### src/rtl/mem_arbiter_if.sv
// Request/response bundle between the three RAM clients,
// the arbiter and the single-port RAM macro.
interface mem_arbiter_if #(
    parameter int ADDR_W = 14,
    parameter int CNT_W  = 16
);
    logic              boot_en;

    logic              ld_req;
    logic              ld_we;
    logic [31:0]       ld_addr;
    logic [31:0]       ld_wdata;
    logic              ld_ready;

    logic              d_req;
    logic              d_we;
    logic [31:0]       d_addr;
    logic [31:0]       d_wdata;
    logic [31:0]       d_rdata;
    logic              d_ready;
    logic              d_stall;

    logic              i_req;
    logic [31:0]       i_addr;
    logic [31:0]       i_rdata;
    logic              i_ready;
    logic              i_stall;

    logic [ADDR_W-1:0] ram_addr;
    logic [31:0]       ram_din;
    logic              ram_we;
    logic [31:0]       ram_dout;

    logic [CNT_W-1:0]  conflict_cnt;

    modport slave (
        input  boot_en,
        input  ld_req, ld_we, ld_addr, ld_wdata,
        output ld_ready,
        input  d_req, d_we, d_addr, d_wdata,
        output d_rdata, d_ready, d_stall,
        input  i_req, i_addr,
        output i_rdata, i_ready, i_stall,
        output ram_addr, ram_din, ram_we,
        input  ram_dout,
        output conflict_cnt
    );

    modport master (
        output boot_en,
        output ld_req, ld_we, ld_addr, ld_wdata,
        input  ld_ready,
        output d_req, d_we, d_addr, d_wdata,
        input  d_rdata, d_ready, d_stall,
        output i_req, i_addr,
        input  i_rdata, i_ready, i_stall,
        input  ram_addr, ram_din, ram_we,
        output ram_dout,
        input  conflict_cnt
    );
endinterface

### src/rtl/mem_arbiter.sv
// Single-port RAM arbiter for boot loader, CPU data and
// CPU fetch; one transaction at a time, per-port stalls.
module mem_arbiter #(
    parameter int ADDR_W = 14,
    parameter int RD_LAT = 1,
    parameter int CNT_W  = 16
) (
    input  logic          sys_clk,
    input  logic          rst_n,
    mem_arbiter_if.slave  bus
);

    localparam int WC_W =
        (RD_LAT > 1) ? $clog2(RD_LAT) : 1;
    localparam logic [WC_W-1:0] WC_TOP =
        WC_W'(RD_LAT - 1);

    typedef enum logic [1:0] {
        S_IDLE,
        S_ACCESS,
        S_RESP
    } state_t;

    typedef enum logic [1:0] {
        W_NONE,
        W_LD,
        W_D,
        W_I
    } win_t;

    state_t            state_q, state_d;
    win_t              win_q, win_d;
    logic [ADDR_W-1:0] addr_q, addr_d;
    logic [31:0]       wdata_q, wdata_d;
    logic              we_q, we_d;
    logic [WC_W-1:0]   wcnt_q, wcnt_d;
    logic [CNT_W-1:0]  conf_q, conf_d;

    logic [ADDR_W-1:0] ram_addr;
    logic [31:0]       ram_din;
    logic              ram_we;
    logic              ld_ready;
    logic              d_ready;
    logic              i_ready;
    logic [31:0]       d_rdata;
    logic [31:0]       i_rdata;
    logic [31:0]       resp_data;

    // Byte-lane and out-of-range address bits are ignored.
    logic unused_addr_bits;
    assign unused_addr_bits = ^{
        bus.ld_addr[1:0], bus.ld_addr[31:ADDR_W+2],
        bus.d_addr[1:0],  bus.d_addr[31:ADDR_W+2],
        bus.i_addr[1:0],  bus.i_addr[31:ADDR_W+2]
    };

    // State, latched transaction and conflict counter.
    always_ff @(posedge sys_clk or negedge rst_n) begin
        if (!rst_n) begin
            state_q <= S_IDLE;
            win_q   <= W_NONE;
            addr_q  <= '0;
            wdata_q <= '0;
            we_q    <= 1'b0;
            wcnt_q  <= '0;
            conf_q  <= '0;
        end else begin
            state_q <= state_d;
            win_q   <= win_d;
            addr_q  <= addr_d;
            wdata_q <= wdata_d;
            we_q    <= we_d;
            wcnt_q  <= wcnt_d;
            conf_q  <= conf_d;
        end
    end

    // Grant, sequencing and RAM/response drive.
    always_comb begin
        state_d   = state_q;
        win_d     = win_q;
        addr_d    = addr_q;
        wdata_d   = wdata_q;
        we_d      = we_q;
        wcnt_d    = wcnt_q;
        ram_addr  = '0;
        ram_din   = '0;
        ram_we    = 1'b0;
        ld_ready  = 1'b0;
        d_ready   = 1'b0;
        i_ready   = 1'b0;
        d_rdata   = '0;
        i_rdata   = '0;
        resp_data = we_q ? 32'h0 : bus.ram_dout;

        unique case (state_q)
            S_IDLE: begin
                win_d = W_NONE;
                if (bus.boot_en && bus.ld_req) begin
                    win_d   = W_LD;
                    addr_d  = bus.ld_addr[ADDR_W+1:2];
                    wdata_d = bus.ld_wdata;
                    we_d    = bus.ld_we;
                end else if (!bus.boot_en && bus.d_req) begin
                    win_d   = W_D;
                    addr_d  = bus.d_addr[ADDR_W+1:2];
                    wdata_d = bus.d_wdata;
                    we_d    = bus.d_we;
                end else if (!bus.boot_en && bus.i_req) begin
                    win_d   = W_I;
                    addr_d  = bus.i_addr[ADDR_W+1:2];
                    wdata_d = '0;
                    we_d    = 1'b0;
                end
                if (win_d != W_NONE) begin
                    state_d = S_ACCESS;
                    wcnt_d  = WC_TOP;
                end
            end
            S_ACCESS: begin
                ram_addr = addr_q;
                ram_din  = wdata_q;
                ram_we   = we_q && (wcnt_q == WC_TOP);
                if (wcnt_q == '0) begin
                    state_d = S_RESP;
                end else begin
                    wcnt_d = wcnt_q - WC_W'(1);
                end
            end
            S_RESP: begin
                ram_addr = addr_q;
                state_d  = S_IDLE;
                unique case (win_q)
                    W_LD: ld_ready = 1'b1;
                    W_D: begin
                        d_ready = 1'b1;
                        d_rdata = resp_data;
                    end
                    W_I: begin
                        i_ready = 1'b1;
                        i_rdata = resp_data;
                    end
                    default: ;
                endcase
            end
            default: state_d = S_IDLE;
        endcase
    end

    // Saturating count of idle cycles where d and i collide.
    always_comb begin
        conf_d = conf_q;
        if (state_q == S_IDLE && !bus.boot_en &&
            bus.d_req && bus.i_req && !(&conf_q)) begin
            conf_d = conf_q + CNT_W'(1);
        end
    end

    assign bus.ram_addr     = ram_addr;
    assign bus.ram_din      = ram_din;
    assign bus.ram_we       = ram_we;
    assign bus.ld_ready     = ld_ready;
    assign bus.d_ready      = d_ready;
    assign bus.i_ready      = i_ready;
    assign bus.d_rdata      = d_rdata;
    assign bus.i_rdata      = i_rdata;
    assign bus.conflict_cnt = conf_q;
    assign bus.d_stall      = rst_n & bus.d_req & ~d_ready;
    assign bus.i_stall      = rst_n & bus.i_req & ~i_ready;

endmodule

### src/flat_wrapper.sv
// flat-port wrapper written by rule: the top's interface ports become plain ports
module mem_arbiter_flat 
#(
    parameter int ADDR_W = 14,
    parameter int RD_LAT = 1,
    parameter int CNT_W  = 16
)
  (sys_clk, rst_n, bus_boot_en, bus_ld_req, bus_ld_we, bus_ld_addr, bus_ld_wdata, bus_ld_ready, bus_d_req, bus_d_we, bus_d_addr, bus_d_wdata, bus_d_rdata, bus_d_ready, bus_d_stall, bus_i_req, bus_i_addr, bus_i_rdata, bus_i_ready, bus_i_stall, bus_ram_addr, bus_ram_din, bus_ram_we, bus_ram_dout, bus_conflict_cnt);
  mem_arbiter_if #(.ADDR_W(ADDR_W), .CNT_W(CNT_W)) bus_i ();
  input  logic sys_clk;
  input  logic rst_n;
  input wire logic [$bits(bus_i.boot_en)-1:0] bus_boot_en;
  input wire logic [$bits(bus_i.ld_req)-1:0] bus_ld_req;
  input wire logic [$bits(bus_i.ld_we)-1:0] bus_ld_we;
  input wire logic [$bits(bus_i.ld_addr)-1:0] bus_ld_addr;
  input wire logic [$bits(bus_i.ld_wdata)-1:0] bus_ld_wdata;
  output wire logic [$bits(bus_i.ld_ready)-1:0] bus_ld_ready;
  input wire logic [$bits(bus_i.d_req)-1:0] bus_d_req;
  input wire logic [$bits(bus_i.d_we)-1:0] bus_d_we;
  input wire logic [$bits(bus_i.d_addr)-1:0] bus_d_addr;
  input wire logic [$bits(bus_i.d_wdata)-1:0] bus_d_wdata;
  output wire logic [$bits(bus_i.d_rdata)-1:0] bus_d_rdata;
  output wire logic [$bits(bus_i.d_ready)-1:0] bus_d_ready;
  output wire logic [$bits(bus_i.d_stall)-1:0] bus_d_stall;
  input wire logic [$bits(bus_i.i_req)-1:0] bus_i_req;
  input wire logic [$bits(bus_i.i_addr)-1:0] bus_i_addr;
  output wire logic [$bits(bus_i.i_rdata)-1:0] bus_i_rdata;
  output wire logic [$bits(bus_i.i_ready)-1:0] bus_i_ready;
  output wire logic [$bits(bus_i.i_stall)-1:0] bus_i_stall;
  output wire logic [$bits(bus_i.ram_addr)-1:0] bus_ram_addr;
  output wire logic [$bits(bus_i.ram_din)-1:0] bus_ram_din;
  output wire logic [$bits(bus_i.ram_we)-1:0] bus_ram_we;
  input wire logic [$bits(bus_i.ram_dout)-1:0] bus_ram_dout;
  output wire logic [$bits(bus_i.conflict_cnt)-1:0] bus_conflict_cnt;
  assign bus_i.boot_en = bus_boot_en;
  assign bus_i.ld_req = bus_ld_req;
  assign bus_i.ld_we = bus_ld_we;
  assign bus_i.ld_addr = bus_ld_addr;
  assign bus_i.ld_wdata = bus_ld_wdata;
  assign bus_ld_ready = bus_i.ld_ready;
  assign bus_i.d_req = bus_d_req;
  assign bus_i.d_we = bus_d_we;
  assign bus_i.d_addr = bus_d_addr;
  assign bus_i.d_wdata = bus_d_wdata;
  assign bus_d_rdata = bus_i.d_rdata;
  assign bus_d_ready = bus_i.d_ready;
  assign bus_d_stall = bus_i.d_stall;
  assign bus_i.i_req = bus_i_req;
  assign bus_i.i_addr = bus_i_addr;
  assign bus_i_rdata = bus_i.i_rdata;
  assign bus_i_ready = bus_i.i_ready;
  assign bus_i_stall = bus_i.i_stall;
  assign bus_ram_addr = bus_i.ram_addr;
  assign bus_ram_din = bus_i.ram_din;
  assign bus_ram_we = bus_i.ram_we;
  assign bus_i.ram_dout = bus_ram_dout;
  assign bus_conflict_cnt = bus_i.conflict_cnt;
  mem_arbiter #(.ADDR_W(ADDR_W), .RD_LAT(RD_LAT), .CNT_W(CNT_W)) u_core (.sys_clk(sys_clk), .rst_n(rst_n), .bus(bus_i));
endmodule
### config.mk
export PLATFORM = sky130hd
export DESIGN_NAME = mem_arbiter_flat
export DESIGN_NICKNAME = d
export VERILOG_FILES = /design/src/rtl/mem_arbiter_if.sv /design/src/rtl/mem_arbiter.sv /design/src/flat_wrapper.sv
export SDC_FILE = /design/constraint.sdc
export NUM_CORES = 1
export LEC_CHECK = 0
export ABC_AREA = 1
export CAP_MARGIN = 30
export CORE_AREA = 2 2 127 129
export DETAILED_ROUTE_END_ITERATION = 8
export DIE_AREA = 0 0 129 131
export GPL_ROUTABILITY_DRIVEN = 0
export PLACE_DENSITY_LB_ADDON = 0.12
export REMOVE_ABC_BUFFERS = 1
export SLEW_MARGIN = 20
export SYNTH_ARGS = -nofsm -noshare
export SYNTH_HDL_FRONTEND = slang
export SYNTH_SLANG_ARGS = --single-unit
export TNS_END_PERCENT = 30
### constraint.sdc
create_clock -name sys_clk -period 2 [get_ports sys_clk]
set_clock_uncertainty 0.15 [all_clocks]
set_input_delay 0.5 -clock sys_clk [delete_from_list [all_inputs] [get_ports sys_clk]]
set_output_delay 0.5 -clock sys_clk [all_outputs]
set_load 0.005 [all_outputs]
==> impl_metrics.tcl, run 1 <==
set metrics [dict create \
    cts_buffers 9 \
    hold_violations 0 \
    fin_nets 1210 \
    cp-start-kind "register" \
    clk_pin_slew_ns 0.06 \
    synth_seq_area_share_pct 37.5 \
    drt-total-wl_mm 17.5 \
    maxCapViolCount 0 \
    grt_max_degree 51 \
    rsz0062_at_grt "yes" \
    arrival_ns 1.73 \
    use_met2_pct 38.7 \
    synth_area_leaders "dfrtp_1 (37%), nand2_1 (19%), nand3_1 (11%)" \
    slew_viol_final 0 \
    use_met3_pct 5.50 \
    internal_power_mw 5.59 \
    path_delay_family "buffers and inverters" \
    rows 46 \
    critPathMaxStageDelay_ns 0.39 \
    cp_max_fo 8 \
    period_needed_ns 2.38 \
    clkPwrFrac_pct 16.4 \
    timing.setup.tns_ns -30.16 \
    tightestPinTransition_ns 0.660 \
    hold_path_class "in -> async" \
    io_pins 332 \
    total_power_mw 9.02 \
    crit_path_frequent_cell "inv_4" \
    viasPerCell 4.49 \
    ys_types 26 \
    drive_gt1_share_pct 29.3 \
    crit_slowest_cell "dfrtp_1" \
    p_seq_share_pct 26.0 \
    drc 0 \
    hpwl_mm 12.5 \
    htree_levels 3 \
    dieArea_mm2 0.0169 \
    yosysWarningCount 0 \
    yosysTopAreaCellShare_pct 37.5 \
    postSynthCellCount 688 \
    routed-via-count 5497 \
    busiest_layer "met2" \
    die_h_um 131 \
    p_sw_share_pct 38.0 \
    clockRootBuffer "clkbuf_16" \
    drt_iter0_markers 156 \
    cp_num_buf_inv 6 \
    syn2layout_area_growth_pct 84.7 \
    setup_ws_ns -0.377 \
    synth_top_cell_by_area "dfrtp_1" \
    clock.fmax_mhz 421 \
    synth_seq_cells 67 \
    post_drt_wl_per_cell_um 14.3 \
    required_ns 1.35 \
    fp.coreArea_mm2 0.0156 \
    ant_nets 0 \
    grt_pass1_wl_mm 26.6 \
    critical_path_class "reg -> out" \
    antenna_found_initial 1 \
    slew-limit-headroom_pct 56.0 \
    worst_ir_drop_vdd_v 0.000437 \
    combPwrFrac_pct 57.6 \
    clock-sinks 67 \
    grtUsageMet1_pct 21.5 \
    p_sw_mw 3.42 \
    violations "negative setup slack" \
    p_leak_nw 4.17 \
    p_per_area_mw_per_mm2 1090 \
    grt.total_usage_pct 20.3 \
    drtPass1Iterations 4 \
    synth_area_mm2 0.00448 \
    grt_pass1_vias 5232 \
    setup_violations 116 \
    status "finished, violations left" \
    crit_chain "inv_2, ha_4, inv_4, nor3_4, inv_4, buf_6, buf_16, nor2_1, buf_2" \
    insertion_delay_ns 0.33 \
    cts.path.max_buffers 2 \
    port_buffers 277 \
    start_util_pct 28.7 \
    worstSetupEndpointType "output port" \
    dieWidth_um 129 \
    min_period_over_period_pct 119 \
    avgSynthCellArea_um2 6.51 \
    grt_overflow_total 0 \
    cts_tree "yes" \
]
## worst paths after layout
path / from / end / slack (ns) / cells past startpoint
min in group sys_clk: u_core.addr_q[2] / u_core.addr_q[2] / 0.33 / 2
max: u_core.state_q[0] / bus_i_rdata[22] / -0.38 / 9
min reg2reg: u_core.addr_q[2] / u_core.addr_q[2] / 0.33 / 2
max in group asynchronous: rst_n / u_core.bus.conflict_cnt[13] / 0.93 / 2
min: rst_n / u_core.addr_q[12] / 0.11 / 2
max reg2reg: u_core.state_q[0] / u_core.bus.conflict_cnt[2] / 0.26 / 9
## worst reg2reg max path, delay by kind of cell, from the launching register on
family	cells	cell delay [ns]
DFF	1	0.39
AOI/OAI and AO/OA	1	0.06
and+or+nand+nor	4	0.52
buffers and inverters	3	0.36
adders and majority gates	1	0.16
## cell usage in the layout, fill, tap and decap left out, drive strengths merged
cell,instances
a21oi,2
clkbuf,29
clkdlybuf4s15,1
nand4,5
diode,1
nand3b,2
clkdlybuf4s50,159
nor2,93
xnor2,3
inv,74
nand2,234
ha,6
o211ai,14
nor3,2
bufbuf,1
buf,168
nand3,101
o21a,32
o21ai,10
xor2,1
dfrtp,67
clkinv,1
a31oi,1
clkinvlp,1
## metrics by stage
step | instances | utilization (%) | instance area (um2) | hold WS, ns | setup WS [ns]
finish | 1224 | 53.0 | 8270 | 0.108 | -0.377
detailed placement | 1179 | 49.4 | 7700 | 0.316 | -0.422
global route | 1224 | 53.0 | 8270 | 0.123 | -0.452
global placement | 1179 | 49.4 | 7700 | 0.316 | -0.384
CTS | 1219 | 52.0 | 8110 | 0.117 | -0.411
floorplan | 647 | - | 4290 | 0.0544 | -0.883
## flip-flops by register name, summed over array words and instances, names as in the netlist
| signal | flops |
|---|---|
| u_core.addr_q | 14 |
| u_core.state_q | 2 |
| u_core.we_q | 1 |
| u_core.win_q | 2 |
| u_core.bus.conflict_cnt | 16 |
| u_core.wdata_q | 32 |
## per-layer routing
metal | up-vias | routed length, um
met4 | 0 | 282
met5 | - | 0
met3 | 18 | 1360
li1 | 2802 | -
met2 | 190 | 9030
met1 | 2487 | 6850
## cell usage after synthesis
cell type    n
a21oi_1      2
a31oi_1      1
buf_1        7
buf_2       10
buf_4        4
buf_6        1
clkbuf_1    19
dfrtp_1     67
ha_1         6
inv_1       70
inv_2        4
nand2_1    230
nand2_2      4
nand3_1    101
nand3b_1     2
nand4_1      5
nor2_1      90
nor2_2       2
nor2_4       1
nor3_1       2
o211ai_1    14
o21a_1      32
o21ai_0      3
o21ai_1      7
xnor2_1      3
xor2_1       1
## timing repair
action / 4_1_cts / 5_1_grt
endpoints found under the setup margin: 117 / 144
gates cloned: 8 / 0
hold buffers: 0 / 0
pin swaps: 4 / 5
gates resized for setup: 476 / 112
setup buffers: 19 / 10
## logic make-up (layout without fill, tap and decap cells)
group / after synthesis / in the layout / synth area share (%)
other: 0 / 1 / 0
adder cells (fa/ha/maj): 6 / 6 / 1.68
XOR/XNOR: 4 / 4 / 0.783
AND/OR/NAND/NOR: 437 / 437 / 40.5
flip-flops: 67 / 67 / 37.5
buffers and inverters: 115 / 434 / 10.4
AO/OA/AOI/OAI: 59 / 59 / 9.19
## power by group through the flow
| stage | clock network, mW | registers [mW] | logic, mW |
|---|---|---|---|
| global placement | 0 | 2.28 | 4.45 |
| CTS | 1.50 | 2.30 | 5.00 |
| finish | 1.48 | 2.35 | 5.20 |
| global route | 1.57 | 2.43 | 5.71 |
| floorplan | 0 | 2.22 | 1.89 |
| detailed placement | 0 | 2.30 | 4.46 |
## final cells by class
| type | instances | area (um2) |
|---|---|---|
| timing repair buffer | 346 | 3100 |
| multi-input combinational | 506 | 2670 |
| clock inverter | 2 | 12.5 |
| sequential | 67 | 1680 |
| tap | 216 | 270 |
| clock buffer | 12 | 256 |
| inverter | 74 | 283 |
| fill | 1532 | 7330 |
| antenna | 1 | 2.50 |
No activity file was read; power rests on OpenSTA's default activity.
==> run 2, diff against run 1 <==
CORE_AREA = 2 2 129 131   (was 2 2 127 129)
DIE_AREA = 0 0 131 133   (was 0 0 129 131)
clock period = 2.06 ns   (was 2 ns; I/O delays follow)
==> run 2 against run 1 <==
Effect of this change:
- the flow still finishes with violations (negative setup slack)
- critical path depth is 5 lower
- die area up 3.1%
- clock power is 3% lower
- combinational power fell by 6.5%
- sequential power down 6%
- sequential share of layout area down 0.20 points
- clock-buffer cell count decreased by 1
- utilization is 1.5 points lower
- global-route usage fell by 0.37 points
- cell count increased by 0.33%
- worst setup slack worse by 0.037 ns
- non-clock buffer count shrank 1
- critical endpoint is now bus_d_rdata[19]
- highest routed layer unchanged
==> impl_metrics.tcl, run 2 (synthesized netlist as in run 1, its figures left out) <==
set metrics [dict create \
    post-place-cells 1192 \
    antenna_found_initial 1 \
    fin_nets 1209 \
    ant_nets 0 \
    rows 47 \
    cts_tree "yes" \
    cp_max_fo 2 \
    violations "negative setup slack" \
    htree_levels 3 \
    hold_path_class "in -> async" \
    holdWs_ns 0.120 \
    maxCapViolCount 0 \
    fin_util_pct 51.5 \
    period_needed_ns 2.47 \
    arrival_ns 1.81 \
    largest_reg_flops 32 \
    fp.coreArea_mm2 0.0162 \
    min_period_over_period_pct 120 \
    setup_ws_ns -0.414 \
    worst_ir_drop_vdd_v 0.000448 \
    p_per_area_mw_per_mm2 1020 \
    viasPerCell 4.50 \
    final_cell_mix "nand2_1 (225), clkdlybuf4s50_1 (160), nand3_1 (100), buf_2 (69), dfrtp_1 (67)" \
    status "finished, violations left" \
    drc 0 \
    routed-via-count 5525 \
    p_leak_nw 4.14 \
    critical_path_class "in -> out" \
    grt_pass1_wl_mm 27.0 \
    placed_area_mm2 0.00781 \
    start_util_pct 27.7 \
    layout_commonest_cell "nand2_1" \
    cp-start-kind "input pin" \
    regToRegStartpoint "u_core.state_q[0]" \
    postCtsHoldBufs 0 \
    hpwl_mm 12.7 \
    clk_pin_slew_ns 0.06 \
    syn2layout_area_growth_pct 86.1 \
    grt_overflow_total 0 \
    slew-limit-headroom_pct 66.1 \
    clockRootBuffer "clkbuf_16" \
    insertion_delay_ns 0.32 \
    fin_area_mm2 0.00833 \
    worstSetupStartpoint "bus_ram_dout[19]" \
    die_h_um 133 \
    grt_max_degree 47 \
    io_pins 332 \
    tightestPinTransition_ns 0.509 \
    clock-sinks 67 \
    required_ns 1.39 \
    port_buffers 277 \
    worstSetupEndpointType "output port" \
    setup_violations 113 \
    drive_gt1_share_pct 25.2 \
    slew_viol_final 0 \
    grt_pass1_vias 5372 \
    grt.total_usage_pct 19.9 \
    drt-total-wl_mm 17.4 \
    total_power_mw 8.51 \
    drtPass1Iterations 4 \
    regMostFlops "u_core.wdata_q" \
    dieArea_mm2 0.0174 \
    clock.fmax_mhz 404 \
    post_drt_wl_per_cell_um 14.2 \
    hold_violations 0 \
    cts_buffers 9 \
    cts.path.max_buffers 2 \
    drt_iter0_markers 201 \
    dieWidth_um 131 \
    rsz0062_at_grt "yes" \
    fin_cells 1228 \
]
## run 2: cell type report
class,instances,area [um2]
fillers,1628,7840
repair buffers,345,3200
multi-input cells,506,2610
flip-flops and latches,67,1680
inverters,74,283
well taps,220,275
clock buffers,11,253
clock inverters,4,26.3
diodes,1,2.50
## run 2: path summary, 6_finish.rpt
check	slack, ns	depth (start not counted)	end
worst max-delay path	-0.41	4	bus_d_rdata[19]
worst min-delay path	0.12	2	u_core.addr_q[13]
worst max register to register	0.26	10	u_core.bus.conflict_cnt[12]
worst min register to register	0.33	2	u_core.addr_q[3]
max in group asynchronous	1.29	2	u_core.wdata_q[16]
min in group sys_clk	0.33	2	u_core.addr_q[3]
## run 2: timing repair
item,4_1_cts,5_1_grt
gates resized for setup,420,82
cloned,6,0
buffers inserted,15,2
pin swaps,6,7
endpoints found under the setup margin,116,116
endpoints found under the hold margin,0,0
## run 2: per-stage QoR
step | setup TNS [ns] | setup WS (ns)
5_1_grt | -30.91 | -0.456
2_1_floorplan | -37.95 | -0.838
3_3_place_gp | -36.99 | -0.455
4_1_cts | -27.62 | -0.419
6_report | -22.53 | -0.414
3_5_place_dp | -38.22 | -0.442
## run 2: report_power, final
part	internal [mW]	switching, mW	leakage [nW]	total [mW]
Clock	0.871	0.563	0.137	1.43
Sequential	1.88	0.335	0.823	2.22
Combinational	2.58	2.28	3.18	4.86
## run 2: worst max-delay path, stage by stage
cell	delay, ns
clkdlybuf4s50_1	0.46
nand2_1	0.11
nor2_1	0.20
clkdlybuf4s50_1	0.53
## run 2: metal layers
metal	global-route usage [%]	wire [um]	share of wire [%]	up-vias
met4	5.79	335	1.9	0
met1	22.0	6800	39	2503
met2	35.6	8580	49	202
met5	0	0	0	-
met3	6.96	1680	9.7	19
li1	-	-	-	2801
